[src/rtl/vdp_bus_pkg.sv]
// vdp_bus_pkg: shared region codes, FSM states and address decode for the VDP bus front end.
package vdp_bus_pkg;

    localparam int SYNC_STAGES = 2;

    localparam logic [1:0] RGN_NONE = 2'd0;
    localparam logic [1:0] RGN_CNT  = 2'd1;
    localparam logic [1:0] RGN_VDP  = 2'd2;

    typedef enum logic [1:0] {ST_IDLE, ST_WR, ST_RD} state_t;

    function automatic logic [1:0] decode_rgn(input logic [7:0] a);
        return (a[7:6] == 2'b01) ? RGN_CNT : (a[7:6] == 2'b10) ? RGN_VDP : RGN_NONE;
    endfunction

endpackage

[src/rtl/vdp_bus_if_sync_ff.sv]
// sync_ff: SYNC_STAGES-deep multi-bit synchroniser with a configurable reset value.
module sync_ff
    import vdp_bus_pkg::*;
#(
    parameter int W = 1,
    parameter logic [W-1:0] RST = '0
) (
    input  logic         clk,
    input  logic         reset,
    input  logic [W-1:0] d,
    output logic [W-1:0] q
);

    logic [SYNC_STAGES*W-1:0] sh;

    always_ff @(posedge clk or posedge reset)
        if (reset) sh <= {SYNC_STAGES{RST}};
        else       sh <= {sh[(SYNC_STAGES-1)*W-1:0], d};

    assign q = sh[SYNC_STAGES*W-1 -: W];

endmodule

[src/rtl/vdp_bus_if.sv]
// vdp_bus_if: Z80 I/O cycle decoder producing single-cycle register pulses for the VDP.
// Define VDP_HVCNT_EN to include the H/V counter synchroniser and snapshot.
module vdp_bus_if
    import vdp_bus_pkg::*;
(
    input  logic       clk,
    input  logic       reset,
    input  logic [7:0] bus_addr,
    input  logic       bus_iorq_n,
    input  logic       bus_rd_n,
    input  logic       bus_wr_n,
    input  logic [7:0] bus_wrdata,
    output logic [7:0] bus_rddata,
    output logic       bus_rden,
    output logic       io_portsel,
    output logic [7:0] io_wrdata,
    output logic       io_wren,
    output logic       io_wrdone,
    output logic       io_rddone,
    input  logic [7:0] io_rddata,
    output logic       psg_wren,
    input  logic [7:0] vcnt,
    input  logic [7:0] hcnt
);

    logic       s_iorq, s_rd, s_wr;
    logic       wr_act, rd_act;
    logic [1:0] rgn, rgn_q;
    logic [7:0] cnt_byte, cnt_q;
    logic       armed;
    state_t     state;

    // Strobes reset to "active" so an access in flight across reset is never seen as a fresh edge.
    sync_ff #(.W(3), .RST(3'b111)) u_strb (
        .clk  (clk),
        .reset(reset),
        .d    ({~bus_iorq_n, ~bus_rd_n, ~bus_wr_n}),
        .q    ({s_iorq, s_rd, s_wr})
    );

    assign wr_act = s_iorq & s_wr & ~s_rd;
    assign rd_act = s_iorq & s_rd & ~s_wr;
    assign rgn    = decode_rgn(bus_addr);

`ifdef VDP_HVCNT_EN
    logic [15:0] hv_s, hv_p, q_hv;
    logic        unused_addr;

    sync_ff #(.W(16), .RST(16'h0000)) u_hv (
        .clk  (clk),
        .reset(reset),
        .d    ({vcnt, hcnt}),
        .q    (hv_s)
    );

    // Only accept a synced value once it has been stable for two samples.
    always_ff @(posedge clk or posedge reset)
        if (reset) begin
            hv_p <= '0;
            q_hv <= '0;
        end else begin
            hv_p <= hv_s;
            if (hv_s == hv_p) q_hv <= hv_s;
        end

    assign cnt_byte    = bus_addr[0] ? q_hv[7:0] : q_hv[15:8];
    assign unused_addr = ^bus_addr[5:1];
`else
    logic unused_hv;

    assign cnt_byte  = 8'hFF;
    assign unused_hv = ^{bus_addr[5:1], vcnt, hcnt};
`endif

    always_ff @(posedge clk or posedge reset)
        if (reset) begin
            state      <= ST_IDLE;
            armed      <= 1'b0;
            rgn_q      <= RGN_NONE;
            cnt_q      <= 8'hFF;
            bus_rddata <= 8'hFF;
            bus_rden   <= 1'b0;
            io_portsel <= 1'b0;
            io_wrdata  <= 8'h00;
            io_wren    <= 1'b0;
            psg_wren   <= 1'b0;
            io_wrdone  <= 1'b0;
            io_rddone  <= 1'b0;
        end else begin
            io_wren   <= 1'b0;
            psg_wren  <= 1'b0;
            io_wrdone <= 1'b0;
            io_rddone <= 1'b0;
            case (state)
                ST_IDLE:
                    if (!armed) armed <= !s_rd && !s_wr;
                    else if (wr_act && rgn != RGN_NONE) begin
                        state      <= ST_WR;
                        rgn_q      <= rgn;
                        io_wrdata  <= bus_wrdata;
                        io_portsel <= bus_addr[0];
                        io_wren    <= rgn == RGN_VDP;
                        psg_wren   <= rgn == RGN_CNT;
                    end else if (rd_act && rgn != RGN_NONE) begin
                        state      <= ST_RD;
                        rgn_q      <= rgn;
                        cnt_q      <= cnt_byte;
                        io_portsel <= bus_addr[0];
                        bus_rden   <= 1'b1;
                    end
                ST_WR:
                    if (!wr_act) begin
                        state     <= ST_IDLE;
                        io_wrdone <= rgn_q == RGN_VDP;
                    end
                ST_RD: begin
                    bus_rddata <= (rgn_q == RGN_VDP) ? io_rddata : cnt_q;
                    if (!rd_act) begin
                        state     <= ST_IDLE;
                        bus_rden  <= 1'b0;
                        io_rddone <= rgn_q == RGN_VDP;
                    end
                end
                default: state <= ST_IDLE;
            endcase
        end

endmodule

[config.mk]
export PLATFORM = sky130hd
export DESIGN_NAME = vdp_bus_if
export DESIGN_NICKNAME = d
export VERILOG_FILES = /design/src/rtl/vdp_bus_pkg.sv /design/src/rtl/vdp_bus_if_sync_ff.sv /design/src/rtl/vdp_bus_if.sv
export SDC_FILE = /design/constraint.sdc
export NUM_CORES = 1
export LEC_CHECK = 0
export BUFFER_PORTS_ARGS = -buffer_cell sky130_fd_sc_hd__buf_2
export CORE_MARGIN = 2
export CORE_UTILIZATION = 47
export CTS_CLUSTER_SIZE = 16
export DETAILED_ROUTE_END_ITERATION = 6
export PLACE_DENSITY = 0.93
export REMOVE_ABC_BUFFERS = 1
export SLEW_MARGIN = 25
export SYNTH_ARGS = -nofsm -noshare
export SYNTH_HDL_FRONTEND = slang
export SYNTH_SLANG_ARGS = --single-unit
[constraint.sdc]
create_clock -name clk -period 4.1 [get_ports clk]
set_input_delay 0 -clock clk [delete_from_list [all_inputs] [get_ports clk]]
set_output_delay 0 -clock clk [all_outputs]
set_load 0.005 [all_outputs]
* Yosys cells after proc, flatten, opt, wreduce, memory -nomap -nowiden
Cells that the tools add are included.
** Word-level totals
- Register bits :: 33
- Word-level logic and storage cells :: 76
- Bits of input ports :: 45
- Output and inout port bits :: 22
** Cells by class
- Mux-type cells :: 29
- Bitwise logic cells :: 9
- Reductions and logical operators :: 13
- Equal/unequal tests :: 13
** Operators with widths (count)
- 2-bit 2-to-1 mux :: 9
- 1-bit 2-to-1 mux :: 17
- 2-bit inequality test (second input constant) :: 5
- 2-bit equality test (second input constant) :: 4
- 8-bit 2-to-1 mux :: 1
- 2-bit by 1-bit equality test with 1-bit output (second input constant) :: 3
- 2-bit case mux with 3 select lines :: 1
- 3-bit AND reduction :: 2
- 2-bit nonzero test :: 3
- 1-bit inverter :: 5
- 5-bit AND reduction :: 1
- 1-bit bitwise AND :: 4
- 4-bit AND reduction :: 1
- 1-bit logical AND :: 3
- 3-bit inequality test (second input constant) :: 1
- 1-bit logical NOT :: 2
- 2-bit logical NOT :: 1
- 1-bit case mux with 2 select lines :: 1

* Logic depth before layout (Yosys ltp)
Gate-level depths: netlist (run 1).
- Word-level depth :: 9
- Depth in mapped cells :: 5

* Modules after synthesis
Synthesis (run 1) repeated with hierarchy kept, for this count alone.
** Unflattened totals
- Cell total of the unflattened synthesis :: 88
- Area total of the unflattened synthesis :: 1298.7 sq um
** By module, submodules not included
- vdp_bus_if :: area an instance 1114.8 sq um, times used 1, sequential area each 685.7 sq um, cells an instance 78
- sync_ff :: area an instance 183.9 sq um, times used 1, sequential area each 157.7 sq um, cells an instance 10

* Worst setup path before layout (run 1)
No wires, ideal clock.
- Kind :: flip-flop to flip-flop
- Start point :: reg u_strb.sh[3]
- End point :: reg io_wrdata[0]
- Setup time :: 125 ps
- Arrival time :: 1545 ps
- Period minus slack after synthesis :: 1670 ps
- Cell stages (with the launch flop) :: 4
- Setup slack :: 2430 ps
- Cells stage by stage :: dfstp_2 nand3b_2 nor4b_4 mux2_2
** Between the ends
- Word-level cells in the longest chain between the ends :: 4
** RTL lines
- from (decl) :: line vdp_bus_if_sync_ff.sv:14 : logic [SYNC_STAGES*W-1:0] sh;
- from (signal assigned) :: line vdp_bus_if_sync_ff.sv:17 : if (reset) sh <= {SYNC_STAGES{RST}};
- from (signal assigned) :: line vdp_bus_if_sync_ff.sv:18 : else sh <= {sh[(SYNC_STAGES-1)*W-1:0], d};
- 1-bit bitwise AND (2 in a row) :: line vdp_bus_if.sv:41 : assign wr_act = s_iorq & s_wr & ~s_rd;
- 1-bit logical AND :: line vdp_bus_if.sv:97 : else if (wr_act && rgn != RGN_NONE) begin
- 3-bit AND reduction (no source line)
- to (signal assigned) :: line vdp_bus_if.sv:100 : io_wrdata <= bus_wrdata;
- to (decl) :: line vdp_bus_if.sv:16 : output logic [7:0] io_wrdata,
No other way between the ends.
A chain may end at the register's enable or synchronous reset.

* Final worst setup path (run 1)
- Start point :: reg u_strb.sh[3]
- End point :: reg io_wrdata[6]
The elaborated chain is that of the path after synthesis.

==> results.toml, run 1 <==
[sta]
worstMarginPinSlew_ns = 0.6327
fin_crit_sh_pct = 45.52
max_slew_margin_pct = 57.76
setup_viol = 0
worst_slack_ns = 2.234
period_needed_ns = 1.866
final.setup_skew_ns = 0.01246
rsz0062_at_grt = "false"
tns_ns = 0
hold_violations = 0
fmax_ghz = 0.5359
slew_viol_final = 0

[critical_path]
startpoint_type = "register"
crit_chain = "nand3b_2 -> nor4b_4 -> mux2_2"
path_buf_inv = 0
path_delay_family = "simple AND/OR/NAND/NOR gates"
crit_type = "reg2reg"
crit_cells = 3
cpMaxStageDelayCell = "nor4b_4"
cp_max_fo = 10
cp_data_required_time_ns = 4.32
end_kind = "register"
r2r_cells = 3
crit_arrival_ns = 2.08
slowest_delay_ns = 0.61

[placement]
dpl_cell_area_sq_um = 1539
pre_cts_slack_ns = 2.263
numPortBuffers = 45
dp_hpwl_um = 1588
dp.cells = 160
place_congestion = 0.6954

[power_and_ir_drop]
pwr_density_cell_nw_per_um2 = 459.8
p_sw_share_pct = 23.10
p_leak_nw = 0.8886
p_switching_mw = 0.1948
clock_power_share_pct = 29.3
p_comb_share_pct = 19.3
p_int_mw = 0.6486
power_mw = 0.8434
max-vdd-ir-drop_v = 0.0003433
power_frac_seq_pct = 51.4

[job]
drv_cap = 0

[clock_network]
cts-buffers-inserted = 5
htreeDepth = 2
clk_latency_ns = 0.33
clockRootBuffer = "clkbuf_4"
cts_tree = "built"
cts_sinks = 33
cts_resized = 0
clk_pin_slew_ns = 0.09
cts.path.max_buffers = 2

[status]
status = "finished, final reports clean"

[grt]
grt_overflow = 0
antenna_found_initial = 0
grt_pass1_wl_um = 4623
grt_pass1_vias = 1064
grt_max_degree = 34
grt.total_usage_pct = 19.64

[cells_and_area]
layout-drive-gt1-share_pct = 52.20
final_cell_mix = "buf_2, dlygate4sd3_1, dfrtp_1"
final_common_cell = "buf_2"
fin_cells = 189
layout.nets = 207
design_area_sq_um = 1834
synthToLayoutAreaGrowth_pct = 43.16
num_antenna_cells = 0

[floorplan]
initial_core_util_pct = 50.79
die_x_um = 56.21
die_h_um = 56.21
die_area_sq_um = 3160
row_count = 18
io_pins = 67
core_sq_um = 2522

[synth]
synthXorXnorAreaFrac_pct = 0.6836
synth_cells = 86
synthesis.area_sq_um = 1281
synth_top_cells_by_area = "dfrtp_1, dfstp_2, mux2_2"
synth_fa_ha_area_share_pct = 3.906
synth_compound_area_share_pct = 7.227
synth_top_family_by_area = "simple AND/OR/NAND/NOR gates"
synth_area_leader_cell = "dfrtp_1"
synth_top_area_share_pct = 37.11
synth-seq-cells = 33
ys_warn_count = 0
synth_area_per_cell_sq_um = 14.90
synth_mux_area_share_pct = 9.668
ys_types = 23
synth-simple-area-share_pct = 10.25
ys_seq_area_share_pct = 65.82

[drt]
final_antenna_net_count = 0
vias = 931
drc_errors = 0
wl_per_cell_um = 13.97
wl_um = 2641
vias_per_cell = 4.926
drt_iter0_drc = 24
first_pass_iters = 3

[min_path]
hold_path.class = "in2reg"
hold_depth = 3
[cell families after synthesis]
| kind of cell | after synthesis |
|---|---|
| buffers and inverters | 8 |
| adders and majority gates | 4 |
| xor gates and xnor gates | 1 |
| and+or+nand+nor | 18 |
| DFF | 33 |
| AOI/OAI and AO/OA | 11 |
| muxes | 11 |
[tightest hold or removal path: cells and delay by family]
kind	cells	cell delay, ns
adder cells (fa/ha/maj)	1	0.13
AND/OR/NAND/NOR	1	0.12
buffers and inverters	1	0.10
[sequential cells by signal, indices dropped and copies added, names as in the netlist, 2 cells and up]
| name | count |
|---|---|
| u_strb.sh | 6 |
| io_wrdata | 8 |
| rgn_q | 2 |
| bus_rddata | 8 |
| state | 2 |
[synthesized netlist by cell type]
cell type and count:
nand3b_2 1, inv_1 7, a22o_1 1, mux2_2 11, buf_2 1, nor4b_4 1, ha_1 4, nor3_1 1
nand3_1 1, nor4bb_1 1, xor2_1 1, nand3b_1 1, nor2_1 4, o22a_1 8, dfstp_2 14, and2_2 3
o21ai_0 1, nand2_1 1, nor4_1 1, o41ai_1 1, nor4b_1 1, dfrtp_1 19, nor2b_1 2
[metrics by stage]
step | hold slack, ns | util [%]
after global routing | 0.06522 | 72.72
final | 0.06284 | 72.72
after CTS | 0.05259 | 72.72
after floorplan | 0.02619 | -
after detailed placement | 0.1108 | 61.01
after global placement | 0.1096 | 61.01
[final cells by class]
type / instances / area (sq um)
Sequential cell: 33 / 843.3
Fill cell: 167 / 688.2
Timing Repair Buffer: 66 / 435.4
Multi-Input combinational cell: 45 / 406.6
Clock buffer: 7 / 55.05
Tap cell: 30 / 37.54
Clock inverter: 1 / 30.03
Inverter: 7 / 26.28
[metal layers]
layer / global-route usage [%] / share of wire, % / vias up
li1: - / - / 445
met1: 19.51 / 37 / 436
met2: 35.80 / 53 / 44
met3: 9.302 / 9.2 / 6
met4: 6.122 / 1.3 / 0
met5: 0 / 0 / -
[power by group through the flow]
stage | clock (mW) | sequential (mW) | combinational, mW
global route | 0.271 | 0.444 | 0.179
detailed placement | 0 | 0.438 | 0.147
CTS | 0.254 | 0.433 | 0.162
finish | 0.247 | 0.433 | 0.163
global placement | 0 | 0.434 | 0.142
floorplan | 0 | 0.441 | 0.0688
[path summary, 6_finish.rpt]
check                                       startpoint                        to  slack [ns]
worst max-delay path            u_strb.sh[3]$_DFF_PP1_  io_wrdata[6]$_DFFE_PP0P_        2.23
worst min-delay path                       bus_addr[6]        psg_wren$_DFF_PP0_        0.06
worst max register to register  u_strb.sh[3]$_DFF_PP1_  io_wrdata[6]$_DFFE_PP0P_        2.23
worst min register to register  u_strb.sh[2]$_DFF_PP1_    u_strb.sh[5]$_DFF_PP1_        0.36
max in group asynchronous                        reset      rgn_q[1]$_DFFE_PP0P_        3.36
min in group asynchronous                        reset  io_wrdata[4]$_DFFE_PP0P_        0.31
[repair_timing]
item                                   in CTS  in global routing
hold buffers                               21                  0
endpoints found under the hold margin      39                  0
buffers inserted                            0                  0
Note: power is estimated with default switching activity, not from simulation.
==> inputs of run 2 (changes only) <==
- ABC_AREA: not set -> 1
- CORE_UTILIZATION: 47 -> 40
- PLACE_DENSITY: 0.93 -> 0.84
- clock period: 4.1 -> 1.6 ns (I/O delays scaled with it)
==> results.toml, run 2 <==
[status]
status = "finished, final reports clean"

[critical_path]
startpoint_type = "register"
cp_data_required_time_ns = 1.82
path_delay_family = "flip-flops"
end_kind = "register"
r2r_cells = 6
r2r_end = "io_wrdata[5]$_DFFE_PP0P_"
crit_type = "reg2reg"
crit_chain = "nand2_2 -> nor2_4 -> nand4_4 -> buf_4 -> nand2_1 -> o21ai_2"
crit_arrival_ns = 1.64
slowest_delay_ns = 0.58
cp_max_fo = 17
cpMaxStageDelayCell = "dfstp_2"
crit_start = "u_strb.sh[3]$_DFF_PP1_"
path_buf_inv = 1
rr_startpoint = "u_strb.sh[3]$_DFF_PP1_"
r2r_slack_ns = 0.18

[job]
drv_cap = 0

[synth]
synth_fa_ha_area_share_pct = 3.636
synth_mux_area_share_pct = 0
synthMostInstantiatedCell = "nand2_1"
synth_cells = 123
synth-seq-cells = 33
synthXorXnorAreaFrac_pct = 0
synthesis.area_sq_um = 1376
ys_top_cells_by_count = "nand2_1, inv_1, dfrtp_1"
ys_types = 19
synth_area_per_cell_sq_um = 11.19
ys_warn_count = 0
synth-simple-area-share_pct = 15.73
async_flop_share_pct = 100.0
synth_top_area_share_pct = 34.55
synth-edff-count = 0
synthFlopType = "dfrtp_1"
synth_top_family_by_area = "simple AND/OR/NAND/NOR gates"
synth_compound_area_share_pct = 11.45
synth_top_cells_by_area = "dfrtp_1, dfstp_2, nand2_1"
synth_area_leader_cell = "dfrtp_1"
ys_seq_area_share_pct = 61.27

[floorplan]
die_area_sq_um = 3926
die_h_um = 62.66
core_sq_um = 3311
io_pins = 67
row_count = 21
initial_core_util_pct = 41.57
die_x_um = 62.66

[min_path]
hold_path.class = "in2reg"
hp-start = "bus_addr[7]"
hold_depth = 4
holdPathEnd = "rgn_q[1]$_DFFE_PP0P_"

[clock_network]
cts-buffers-inserted = 5
clockRootBuffer = "clkbuf_4"
post_cts_buffers = 0
cts_tree = "built"
cts_sinks = 33
htreeDepth = 2
cts.path.max_buffers = 2
clk_pin_slew_ns = 0.11
clk_latency_ns = 0.33

[sta]
hold_violations = 0
worstMarginPinSlew_ns = 0.3935
fmax_ghz = 0.7035
fin_crit_sh_pct = 88.85
rsz0062_at_grt = "false"
max_slew_margin_pct = 73.76
tns_ns = 0
slew_viol_final = 0
setup_viol = 0
final.setup_skew_ns = 0.01137
period_needed_ns = 1.422

[drt]
vias_per_cell = 4.342
drt_iter0_drc = 33
drc_errors = 0
first_pass_iters = 4
wl_per_cell_um = 10.86
wl_um = 2640
final_antenna_net_count = 0
vias = 1055

[grt]
grt.total_usage_pct = 14.55
grt_pass1_wl_um = 4436
grt_max_degree = 34
grt_pass1_vias = 1029
antenna_found_initial = 0
grt_overflow = 0

[cells_and_area]
synthToLayoutAreaGrowth_pct = 40.55
layout.nets = 245
layout-drive-gt1-share_pct = 43.15
num_antenna_cells = 0
fin_cells = 243
final_common_cell = "buf_2"
biggestRegsByFlops = "bus_rddata (8), io_wrdata (8), u_strb.sh (6)"
final_cell_mix = "buf_2, nand2_1, inv_1, dlygate4sd3_1, dfrtp_1"
design_area_sq_um = 1934
utilization_pct = 58.43

[placement]
dpl_cell_area_sq_um = 1652
numPortBuffers = 45
dp_hpwl_um = 1662
place_congestion = 0.7611
dp.cells = 214

[power_and_ir_drop]
power_mw = 2.126
p_leak_nw = 1.011
max-vdd-ir-drop_v = 0.0005431
pwr_density_cell_nw_per_um2 = 1099
-- run 2: cell count changes in the layout (fill, tap and decap cells not counted), moves of 8 or more --
cell     delta
nand2_1    +24
inv_1      +15
mux2_2     -11
o21ai_2     +8
-- run 2: stage by stage --
stage / worst slack (ns) / hold slack [ns]
4_1_cts: 0.1472 / 0.03431
2_1_floorplan: 0.2541 / 0.02619
6_report: 0.1784 / 0.04244
5_1_grt: 0.09859 / 0.04919
3_3_place_gp: 0.1923 / 0.09991
3_5_place_dp: 0.1616 / 0.1033
-- run 2: final cells by class --
class / instances / area, sq um
fillers: 288 / 1376
inverters: 21 / 78.83
well taps: 46 / 57.56
multi-input cells: 66 / 426.7
repair buffers: 69 / 457.9
clock buffers: 7 / 65.06
flip-flops and latches: 33 / 843.3
clock inverters: 1 / 5.005
-- run 2: routing by layer --
metal	routed length, um	vias to the layer above	global-route usage (%)
li1	-	532	-
met1	1076	482	15.72
met2	1400	38	26.75
met3	142	3	4.505
met4	21	0	5.000
met5	0	-	0
-- run 2: worst register-to-register path, delay by kind of cell, from the launching register on --
family                 cells  cell delay, ns
AOI/OAI and AO/OA          1            0.06
buffers and inverters      1            0.24
and+or+nand+nor            4            0.44
DFF                        1            0.58
-- run 2: cell families after synthesis --
group / count (synthesis)
simple gates: 43
flops: 33
buf+inv: 24
compound gates: 19
fa+ha+maj: 4
-- run 2: worst max-delay path by stage --
stage / endpoint / cells after the start / slack (ns)
after floorplan: bus_rddata[0]$_DFFE_PP1P_ / 3 / 0.25
final: io_wrdata[5]$_DFFE_PP0P_ / 6 / 0.18
after detailed placement: bus_rddata[4]$_DFFE_PP1P_ / 4 / 0.16
after CTS: bus_rddata[4]$_DFFE_PP1P_ / 4 / 0.15
after global placement: bus_rddata[4]$_DFFE_PP1P_ / 4 / 0.19
after global routing: io_wrdata[5]$_DFFE_PP0P_ / 6 / 0.1
-- run 2: what timing repair did --
action | in CTS | in global routing
gates resized for setup | 0 | 1
endpoints found under the setup margin | 0 | 3
hold buffers | 21 | 0
endpoints found under the hold margin | 39 | 0
-- run 2: power by group --
| part | internal, mW | total (mW) | switching (mW) |
|---|---|---|---|
| clock network | 0.255 | 0.529 | 0.274 |
| registers | 1.04 | 1.12 | 0.0817 |
| logic | 0.263 | 0.474 | 0.211 |
| total | 1.56 | 2.13 | 0.567 |
==> inputs of run 3 (changes only) <==
- CAP_MARGIN: not set -> 20
- HOLD_SLACK_MARGIN: not set -> 0.05
==> results.toml, run 3 (synthesized netlist as in run 2, its figures left out) <==
[status]
status = "finished, final reports clean"

[cells_and_area]
final_common_cell = "buf_2"
layout-drive-gt1-share_pct = 42.71
utilization_pct = 59.03
num_antenna_cells = 0
multi_input_area_sq_um = 426.7
biggestRegsByFlops = "bus_rddata (8), io_wrdata (8), u_strb.sh (6)"
regArea_sq_um = 843.3
layout.nets = 247
final_cell_mix = "buf_2, nand2_1, dlygate4sd3_1"
nFillCells = 283
design_area_sq_um = 1954
synthToLayoutAreaGrowth_pct = 42.00

[critical_path]
cpMaxStageDelayCell = "dlygate4sd3_1"
cp_data_required_time_ns = 1.82
crit_arrival_ns = 1.70
path_buf_inv = 5
rr_startpoint = "u_strb.sh[3]$_DFF_PP1_"
cp-endpoint = "io_wrdata[5]$_DFFE_PP0P_"
cpMostUsedCell = "inv_1"
end_kind = "register"
path_delay_family = "buffers and inverters"
crit_chain = "dlygate4sd3_1 -> buf_2 -> inv_1 -> ha_1 -> inv_1 -> nand4_4 -> buf_4 -> nand2_1 -> o21ai_2"
r2r_cells = 6
crit_type = "in2reg"
r2r_end = "io_wrdata[5]$_DFFE_PP0P_"
crit_cells = 9
startpoint_type = "input port"
cp_max_fo = 17
slowest_delay_ns = 0.52
r2r_slack_ns = 0.18
crit_start = "bus_addr[6]"

[grt]
grt_pass1_wl_um = 4485
grt_pass1_vias = 1045
grt.total_usage_pct = 14.67
grt_max_degree = 34
antenna_found_initial = 0
grt_overflow = 0

[floorplan]
die_area_sq_um = 3926
row_count = 21
core_sq_um = 3311
die_x_um = 62.66
initial_core_util_pct = 41.57
die_h_um = 62.66
io_pins = 67

[placement]
dpl_cell_area_sq_um = 1652
numPortBuffers = 45
dp_hpwl_um = 1662
place_congestion = 0.7611

[drt]
vias_per_cell = 4.371
vias = 1071
first_pass_iters = 4
drc_errors = 0
drt_iter0_drc = 27
wl_per_cell_um = 10.94
wl_um = 2680
final_antenna_net_count = 0

[power_and_ir_drop]
max-vdd-ir-drop_v = 0.0005471
power_mw = 2.132
pwr_density_cell_nw_per_um2 = 1091
p_leak_nw = 1.019

[clock_network]
clockRootBuffer = "clkbuf_4"
clk_latency_ns = 0.32
cts.path.max_buffers = 2
cts-buffers-inserted = 5
htreeDepth = 2
clk_pin_slew_ns = 0.10
cts_tree = "built"
cts_sinks = 33

[min_path]
hold_path.class = "in2async"

[sta]
worstMarginPinSlew_ns = 0.3943
tns_ns = 0
setup_viol = 0
fmax_ghz = 0.6762
rsz0062_at_grt = "false"
period_needed_ns = 1.479
max_slew_margin_pct = 73.71
final.setup_skew_ns = 0.01029
fin_crit_sh_pct = 92.43
slew_viol_final = 0
holdWs_ns = 0.2896
hold_violations = 0

[job]
drv_cap = 0
[run 3: cell type report]
cell class                      instances  share of cell area (%)
Timing Repair Buffer                   71                   24.46
Clock buffer                            7                   3.329
Inverter                               21                   4.033
Clock inverter                          1                  0.2561
Tap cell                               46                   2.945
Multi-Input combinational cell         66                   21.83
Sequential cell                        33                   43.15
[run 3: worst min-delay path: cells and delay by family]
family,cells,cell delay [ns]
buf+inv,4,1.04
[run 3: worst min path at each step]
stage | from | slack, ns | to
finish | reset | 0.29 | rgn_q[0]$_DFFE_PP0P_
global placement | reset | 0.1 | io_wrdata[3]$_DFFE_PP0P_
floorplan | bus_wr_n | 0.03 | u_strb.sh[0]$_DFF_PP1_
CTS | reset | 0.29 | state[0]$_DFFE_PP0P_
global route | bus_rd_n | 0.30 | u_strb.sh[1]$_DFF_PP1_
detailed placement | reset | 0.10 | io_wrdata[7]$_DFFE_PP0P_
[run 3: what timing repair did]
action | 4_1_cts | 5_1_grt
setup buffers | 0 | 0
hold buffers | 23 | 0
endpoints found under the setup margin | 0 | 2
endpoints found under the hold margin | 43 | 0
resized for setup | 0 | 1
[run 3: layer usage]
layer,wire length [um],up-vias,GRT usage (%),part of all wire [%]
met3,130,2,4.505,4.9
li1,-,538,-,-
met1,1107,498,15.60,41
met2,1420,33,27.28,53
met5,0,-,0,0
met4,21,0,5.000,0.78
[run 3: per-stage QoR]
stage,std cells,setup slack (ns)
floorplan,120,0.2541
global placement,214,0.1923
detailed placement,214,0.1616
CTS,245,0.1397
global route,245,0.06633
finish,245,0.1211
[run 3: report_power, final]
group	internal (mW)	leakage, nW	switching (mW)	total [mW]
Sequential	1.04	0.392	0.0822	1.12
Combinational	0.266	0.586	0.212	0.478
Clock	0.255	0.0413	0.275	0.530
